## src/rtl/key_event_decoder_if.sv

```systemverilog
// key_event_decoder_if
//   Bundles the key input and the decoded gesture outputs of key_event_decoder.
//   slave  : decoder side  (receives nKey, drives Pressed and the strobes)
//   master : consumer side (drives nKey, observes Pressed and the strobes)
// Signals:
//   nKey        debounced key level, 0 = pressed (may be asynchronous)
//   Pressed     registered level, 1 while the synchronized key is pressed
//   ShortPulse  one-cycle strobe for a single short click
//   DoublePulse one-cycle strobe for a double click
//   LongPulse   one-cycle strobe when the long-press threshold is reached
//   RepeatPulse one-cycle strobe every repeat period while a long press is held
interface key_event_decoder_if;
  logic nKey;
  logic Pressed;
  logic ShortPulse;
  logic DoublePulse;
  logic LongPulse;
  logic RepeatPulse;

  modport slave (
    input  nKey,
    output Pressed, ShortPulse, DoublePulse, LongPulse, RepeatPulse
  );

  modport master (
    output nKey,
    input  Pressed, ShortPulse, DoublePulse, LongPulse, RepeatPulse
  );
endinterface

```

## src/rtl/key_event_decoder.sv

```systemverilog
// key_event_decoder
//   Classifies gestures on a debounced active-low key into one-cycle strobes:
//   short click, double click, long press, and auto-repeat while a long press
//   is held.
// Ports:
//   Clk     system clock, rising edge
//   Rst     asynchronous, active-high reset
//   keyBus  key_event_decoder_if.slave (nKey in; Pressed and strobes out)
// Parameters:
//   TICK_DIV  clock cycles per 1 ms tick
//   LONG_MS   hold time qualifying a long press (ms)
//   DOUBLE_MS maximum release gap between the clicks of a double click (ms)
//   REPEAT_MS auto-repeat period while a long press is held (ms)
module key_event_decoder #(
  parameter int TICK_DIV  = 50000,
  parameter int LONG_MS   = 1000,
  parameter int DOUBLE_MS = 250,
  parameter int REPEAT_MS = 200
) (
  input  logic                  Clk,
  input  logic                  Rst,
  key_event_decoder_if.slave    keyBus
);

  localparam int MsMaxA = (LONG_MS > DOUBLE_MS) ? LONG_MS : DOUBLE_MS;
  localparam int MsMax  = (MsMaxA > REPEAT_MS) ? MsMaxA : REPEAT_MS;
  localparam int PreW   = (TICK_DIV > 1) ? $clog2(TICK_DIV) : 1;
  localparam int MsW    = $clog2(MsMax + 1);

  localparam logic [PreW-1:0] PreLast    = PreW'(TICK_DIV - 1);
  localparam logic [MsW-1:0]  LongLast   = MsW'(LONG_MS - 1);
  localparam logic [MsW-1:0]  DoubleLast = MsW'(DOUBLE_MS - 1);
  localparam logic [MsW-1:0]  RepeatLast = MsW'(REPEAT_MS - 1);

  typedef enum logic [2:0] {IDLE, PRESS1, WAIT2, PRESS2, LONG} stateT;

  stateT           stateReg, stateNext;
  logic            syncReg, keyReg;      // keyReg is the synchronized level K
  logic [PreW-1:0] preReg;
  logic [MsW-1:0]  msReg;
  logic            tick, timedState, restart, clearCnt;
  logic            pressedReg, shortReg, doubleReg, longReg, repeatReg;
  logic            shortNext, doubleNext, longNext, repeatNext;

  // The interval expires on the last cycle of its final millisecond, so the
  // transition edge lands exactly N*TICK_DIV cycles after state entry.
  assign tick = (preReg == PreLast);

  // Counters only run in states that time something; IDLE and PRESS2 hold
  // them at zero so nothing can wrap during an arbitrarily long stay.
  assign timedState = (stateReg == PRESS1) || (stateReg == WAIT2) || (stateReg == LONG);
  assign clearCnt   = restart || (stateNext != stateReg) || !timedState;

  // State register.
  always_ff @(posedge Clk or posedge Rst) begin
    if (Rst) stateReg <= IDLE;
    else     stateReg <= stateNext;
  end

  // Next-state logic. The key level is tested first in every state so that a
  // key change coinciding with a timeout wins over the timeout.
  always_comb begin
    stateNext = stateReg;
    restart   = 1'b0;
    case (stateReg)
      IDLE:   if (!keyReg) stateNext = PRESS1;
      PRESS1: begin
        if (keyReg)                       stateNext = WAIT2;
        else if (tick && msReg == LongLast) stateNext = LONG;
      end
      WAIT2: begin
        if (!keyReg)                        stateNext = PRESS2;
        else if (tick && msReg == DoubleLast) stateNext = IDLE;
      end
      PRESS2: if (keyReg) stateNext = IDLE;
      LONG: begin
        if (keyReg)                           stateNext = IDLE;
        else if (tick && msReg == RepeatLast) restart   = 1'b1;
      end
      default: stateNext = IDLE;
    endcase
  end

  // Output logic: next values of the strobes, registered below so each one
  // rises on the same edge as the transition it belongs to.
  always_comb begin
    shortNext  = (stateReg == WAIT2)  &&  keyReg && tick && (msReg == DoubleLast);
    doubleNext = (stateReg == PRESS2) &&  keyReg;
    longNext   = (stateReg == PRESS1) && !keyReg && tick && (msReg == LongLast);
    repeatNext = (stateReg == LONG)   && restart;
  end

  // Synchronizer, timebase and registered outputs.
  always_ff @(posedge Clk or posedge Rst) begin
    if (Rst) begin
      syncReg    <= 1'b1;
      keyReg     <= 1'b1;
      preReg     <= '0;
      msReg      <= '0;
      pressedReg <= 1'b0;
      shortReg   <= 1'b0;
      doubleReg  <= 1'b0;
      longReg    <= 1'b0;
      repeatReg  <= 1'b0;
    end else begin
      syncReg <= keyBus.nKey;
      keyReg  <= syncReg;
      if (clearCnt) begin
        preReg <= '0;
        msReg  <= '0;
      end else if (tick) begin
        preReg <= '0;
        msReg  <= msReg + MsW'(1);
      end else begin
        preReg <= preReg + PreW'(1);
      end
      pressedReg <= ~keyReg;
      shortReg   <= shortNext;
      doubleReg  <= doubleNext;
      longReg    <= longNext;
      repeatReg  <= repeatNext;
    end
  end

  assign keyBus.Pressed     = pressedReg;
  assign keyBus.ShortPulse  = shortReg;
  assign keyBus.DoublePulse = doubleReg;
  assign keyBus.LongPulse   = longReg;
  assign keyBus.RepeatPulse = repeatReg;

endmodule

```

## src/flat_wrapper.sv

```systemverilog
// flat-port wrapper written by rule: the top's interface ports become plain ports
module key_event_decoder_flat 
#(
  parameter int TICK_DIV  = 50000,
  parameter int LONG_MS   = 1000,
  parameter int DOUBLE_MS = 250,
  parameter int REPEAT_MS = 200
)
  (Clk, Rst, keyBus_nKey, keyBus_Pressed, keyBus_ShortPulse, keyBus_DoublePulse, keyBus_LongPulse, keyBus_RepeatPulse);
  key_event_decoder_if keyBus_i ();
  input  logic Clk;
  input  logic Rst;
  input wire logic [$bits(keyBus_i.nKey)-1:0] keyBus_nKey;
  output wire logic [$bits(keyBus_i.Pressed)-1:0] keyBus_Pressed;
  output wire logic [$bits(keyBus_i.ShortPulse)-1:0] keyBus_ShortPulse;
  output wire logic [$bits(keyBus_i.DoublePulse)-1:0] keyBus_DoublePulse;
  output wire logic [$bits(keyBus_i.LongPulse)-1:0] keyBus_LongPulse;
  output wire logic [$bits(keyBus_i.RepeatPulse)-1:0] keyBus_RepeatPulse;
  assign keyBus_i.nKey = keyBus_nKey;
  assign keyBus_Pressed = keyBus_i.Pressed;
  assign keyBus_ShortPulse = keyBus_i.ShortPulse;
  assign keyBus_DoublePulse = keyBus_i.DoublePulse;
  assign keyBus_LongPulse = keyBus_i.LongPulse;
  assign keyBus_RepeatPulse = keyBus_i.RepeatPulse;
  key_event_decoder #(.TICK_DIV(TICK_DIV), .LONG_MS(LONG_MS), .DOUBLE_MS(DOUBLE_MS), .REPEAT_MS(REPEAT_MS)) u_core (.Clk(Clk), .Rst(Rst), .keyBus(keyBus_i));
endmodule
```

## config.mk

```make
export PLATFORM = sky130hd
export DESIGN_NAME = key_event_decoder_flat
export DESIGN_NICKNAME = d
export VERILOG_FILES = /design/src/rtl/key_event_decoder_if.sv /design/src/rtl/key_event_decoder.sv /design/src/flat_wrapper.sv
export SDC_FILE = /design/constraint.sdc
export NUM_CORES = 1
export LEC_CHECK = 0
export CAP_MARGIN = 20
export CORE_ASPECT_RATIO = 0.8
export CORE_MARGIN = 2
export CORE_UTILIZATION = 55
export CTS_CLUSTER_SIZE = 24
export DETAILED_ROUTE_END_ITERATION = 7
export GPL_TIMING_DRIVEN = 0
export PLACE_DENSITY = 0.83
export SETUP_SLACK_MARGIN = 0.5
export SLEW_MARGIN = 40
export SYNTH_ARGS = -nofsm -noshare
export SYNTH_HDL_FRONTEND = slang
export SYNTH_SLANG_ARGS = --single-unit
```

## constraint.sdc

```tcl
create_clock -name Clk -period 2.8 [get_ports Clk]
set_clock_uncertainty 0.1 [all_clocks]
set_input_delay 0.28 -clock Clk [delete_from_list [all_inputs] [get_ports Clk]]
set_output_delay 0.28 -clock Clk [all_outputs]
set_load 0.005 [all_outputs]
```

# --- Word level (Yosys, flattened, before mapping) ---
# Index checks and enable logic that the tools add are counted.
totals:
  output_inout_bits: 5
  reg_bits: 36
  elab_cells: 56
classes:
  n_bitwise: 1
  n_addsub: 2
  muxes: 14
  reduce_logical: 20
  eq_ne: 9
op_table:
  columns: ["cell", "count"]
  rows:
  - ["2-to-1 mux 16 bit", 2]
  - ["equality test 10 x 8 -> 1 bit, second input constant", 2]
  - ["2-to-1 mux 10 bit", 2]
  - ["2-to-1 mux 3 bit", 6]
  - ["adder 16 x 1 -> 16 bit, second input constant", 1]
  - ["equality test 16 bit, second input constant", 1]
  - ["case mux 3 bit (4 select lines)", 1]
  - ["logical AND 1 bit", 11]
  - ["adder 10 x 1 -> 10 bit, second input constant", 1]
  - ["equality test 10 bit, second input constant", 1]
  - ["equality test 3 x 2 -> 1 bit, second input constant", 2]
  - ["logical OR 1 bit", 4]
  - ["equality test 3 x 1 -> 1 bit, second input constant", 1]
  - ["equality test 3 bit, second input constant", 1]
  - ["logical NOT 3 bit", 1]
  - ["2-to-1 mux 1 bit", 3]
  - ["!= test 3 bit", 1]
  - ["logical NOT 1 bit", 2]
  - ["nonzero test 2 bit", 1]
  - ["OR reduction 2 bit", 1]
  - ["NOT 1 bit", 1]

# --- Logic depth before layout (Yosys ltp) ---
logic_depth:
  word_depth: 9
  mapped_depth: 8

# --- Worst setup path before layout ---
# OpenSTA, ideal clock, no wires.
synth_path:
  path_type: "register to register"
  start: "register u_core.msReg[0]"
  end: "register u_core.msReg[8]"
  arrival_ns: 1.585
  setup_slack_ns: 0.996
  stages_incl_launch_ff: 7
  required_time_ns: 2.581
  path_cell_list: "dfrtp_1 -> ha_1 -> nand4_1 -> or3_1 -> nor3_1 -> a21o_1 -> nor2_1"
synth_between:
  elab_chain_len: 9
  word_cells_on_any_way: 21
  classes_between: "add/sub (1); eq/ne (4); mux (10); reduce/logical (6)"
synth_rtl:
  columns: ["item", "line_no", "source"]
  rows:
  - ["start: declaration", "key_event_decoder.sv:40", "logic [MsW-1:0] msReg;"]
  - ["start signal: assignment", "key_event_decoder.sv:113", "msReg <= msReg + MsW'(1);"]
  - ["equality test 10 x 8 -> 1 bit / equality test 10 bit (equally long branches)", "key_event_decoder.sv:73, key_event_decoder.sv:69", null]
  - ["logical AND 1 bit, on equally long branches", "key_event_decoder.sv:73, key_event_decoder.sv:69", null]
  - ["2-to-1 mux 3 bit, on equally long branches", "key_event_decoder.sv:73, key_event_decoder.sv:69", null]
  - ["2-to-1 mux 3 bit, on equally long branches", "key_event_decoder.sv:72, key_event_decoder.sv:68", null]
  - ["case mux 3 bit (4 select lines)", "key_event_decoder.sv:65", "case (stateReg)"]
  - ["!= test 3 bit", "key_event_decoder.sv:52", "assign clearCnt = restart || (stateNext != stateReg) || !timedState;"]
  - ["logical OR 1 bit (2 in series)", "key_event_decoder.sv:52", null]
  - ["2-to-1 mux 10 bit / nonzero test 2 bit (equally long branches)", null, null]
# Several ways; a longest one is shown, not always the timed one. The select of a mux whose other input is x is not followed.
# A chain may end at the register's enable or synchronous reset.

# --- Final worst setup path ---
layout_path:
  start: "register u_core.msReg[1]"
  end: "register u_core.msReg[6]"
# Same word-level chain as after synthesis.

==> out/qor.csv <==
metric,value,unit
crit_path_end_kind,flop,
die_area,0.00393,mm2
cts_tree,done,
min_period,2.06,ns
peakVddDrop,0.305,mV
yosys_warnings,0,
clock-sinks,36,
period_share,0.736,
first_pass_iters,4,
use_met2,0.269,
path_clk_slew,0.07,ns
hold_buffers,0,
fin_nets,208,
die_h,56.5,um
place_congestion,0.868,
top_usage_layer,met2,
hold_viol,0,
drc_errors,0,
worst_slew_pin_slew,0.604,ns
finalNonFillerCells,245,
post-route-util,0.629,
numCtsBuffers,5,
grt_use_met1,0.267,
start_kind,flop,
syn_area_per_cell,10.1,um2
criticalPathCategory,reg2reg,
syn_area,0.00189,mm2
drt_iter0_drc,105,
cp_data_arrival_time,2.14,ns
io_pins,8,
num_vias,1352,
synth_cell_types,43,
cts_buffer_depth,2,
fmax,485,MHz
cp_data_required_time,2.88,ns
setup-tns-final,0,ns
slew_headroom,0.597,
status,"finished, final reports clean",
synth_nets,194,
synth_edf_count,0,
grt_pass1_vias,1248,
drv_cap,0,
htreeDepth,2,
preCtsSetupSlack,0.763,ns
hold_path.class,reg2reg,
finalSetupViolCount,0,
maxSlewViolCount,0,
yosysSeqAreaShare,0.477,
grt_max_degree,37,
power.leakage,0.000866,uW
post_cts_buffers,0,
drive_gt1_frac,0.158,
root_buffer,clkbuf_8,
ys_seq_elements,36,
yosys-top-cells-count,"dfrtp_1, nor2_1, nand3_1",
grt_setup_unrepaired,false,
placementRows,19,
grt_overflow,0,
yosysTopAreaCell,dfrtp_1,
dp.cells,237,
p_per_area,479,mW/mm2
ys_top_cells_by_area,"dfrtp_1, nor2_1, xnor2_1",
hpwl,2270,um
ant_nets,0,
drt-vias-per-instance,5.52,
antenna_found_initial,0,
synth_cells,188,
setup_ws,0.738,ns
async_flop_share,1.00,
core,0.00335,mm2
initial_utilization,0.565,
clock_latency,0.28,ns
wl_per_cell,13.7,um
yosysTopAreaCellShare,0.449,
drt-total-wl,3350,um
grtUsageTotal,0.187,
n_antenna_cell,0,
grt_pass1_wl,5730,um
crit_fanout,6,
ys.flop_type,dfrtp_1,
synth.most_common_cell,dfrtp_1,
gr-usage-met3,0.0575,
numPortBuffers,7,
cts_resized,0,
area_delta_synth_final,11.3,%
die_x,69.6,um
logic make-up after synthesis:
family	after synthesis	synth area share
muxes	1	0.00528
AOI/OAI and AO/OA	15	0.0561
and+or+nand+nor	97	0.299
buffers and inverters	14	0.0416
xor gates and xnor gates	22	0.102
DFF	36	0.477
adders and majority gates	3	0.0198
cells in the final DEF (no fill, tap or decap), drive strengths merged, types with 2 or more instances in the layout:
cell type      synthesis  layout
a21o                   2       2
clkdlybuf4s50          0       7
nand3                 13      13
a21oi                  6       6
and3                   7       7
ha                     3       3
dfrtp                 34      34
a211oi                 4       4
and4b                  2       2
nand3b                 2       2
inv                    4       3
a31oi                  2       2
and4bb                 2       2
nor2                  29      29
nand2                 13      13
clkbuf                 1       9
xnor2                 11      11
nand4                  9       9
dfstp                  2       2
nor4b                  2       2
xor2                  11      11
buf                    9       9
nor3                   9       9
power by group:
group	switching, uW	internal [uW]	total (uW)
Clock	178	201	379
Sequential	4.87	532	537
Combinational	61.8	31.6	93.4
layer usage:
layer	vias to the layer above	wire length (um)
li1	673	-
met1	643	1670
met2	31	1430
met3	5	214
met4	0	38
met5	-	0
sequential cells by signal, summed over array words and instances, names as in the netlist:
name / count
u_core.syncReg: 1
u_core.keyBus.RepeatPulse: 1
u_core.preReg: 16
u_core.keyBus.ShortPulse: 1
u_core.msReg: 10
u_core.keyBus.DoublePulse: 1
u_core.keyBus.Pressed: 1
u_core.keyBus.LongPulse: 1
u_core.stateReg: 3
u_core.keyReg: 1
final timing paths:
check | from | to | slack (ns) | cells past startpoint
setup / recovery | u_core.msReg[1] | u_core.msReg[6] | 0.74 | 7
hold / removal | u_core.syncReg | u_core.keyReg | 0.26 | 0
setup reg to reg | u_core.msReg[1] | u_core.msReg[6] | 0.74 | 7
hold reg to reg | u_core.syncReg | u_core.keyReg | 0.26 | 0
max in group asynchronous | Rst | u_core.preReg[0] | 1.95 | 2
min in group asynchronous | Rst | u_core.msReg[1] | 0.27 | 2
cell type report:
class	count	area (um2)
Timing Repair Buffer	7	70.1
Tap cell	42	52.6
Buffer	10	63.8
Multi-Input combinational cell	138	912
Sequential cell	36	903
Fill cell	261	1240
Inverter	4	16.3
Clock buffer	8	90.1
stage by stage:
step	area (um2)	hold WS, ns	power, uW
3_3_place_gp	2020	0.247	640
3_5_place_dp	2020	0.251	640
4_1_cts	2110	0.259	1010
6_report	2110	0.257	1010
5_1_grt	2110	0.269	1050
2_1_floorplan	1890	0.184	615
critical path: stages (launching register included):
cell      delay [ns]
dfrtp_1         0.44
inv_1           0.07
ha_1            0.17
and4b_1         0.19
and3_1          0.19
a31oi_2         0.35
nand2_2         0.14
a211oi_1        0.31
(Power assumes the default switching activity.)
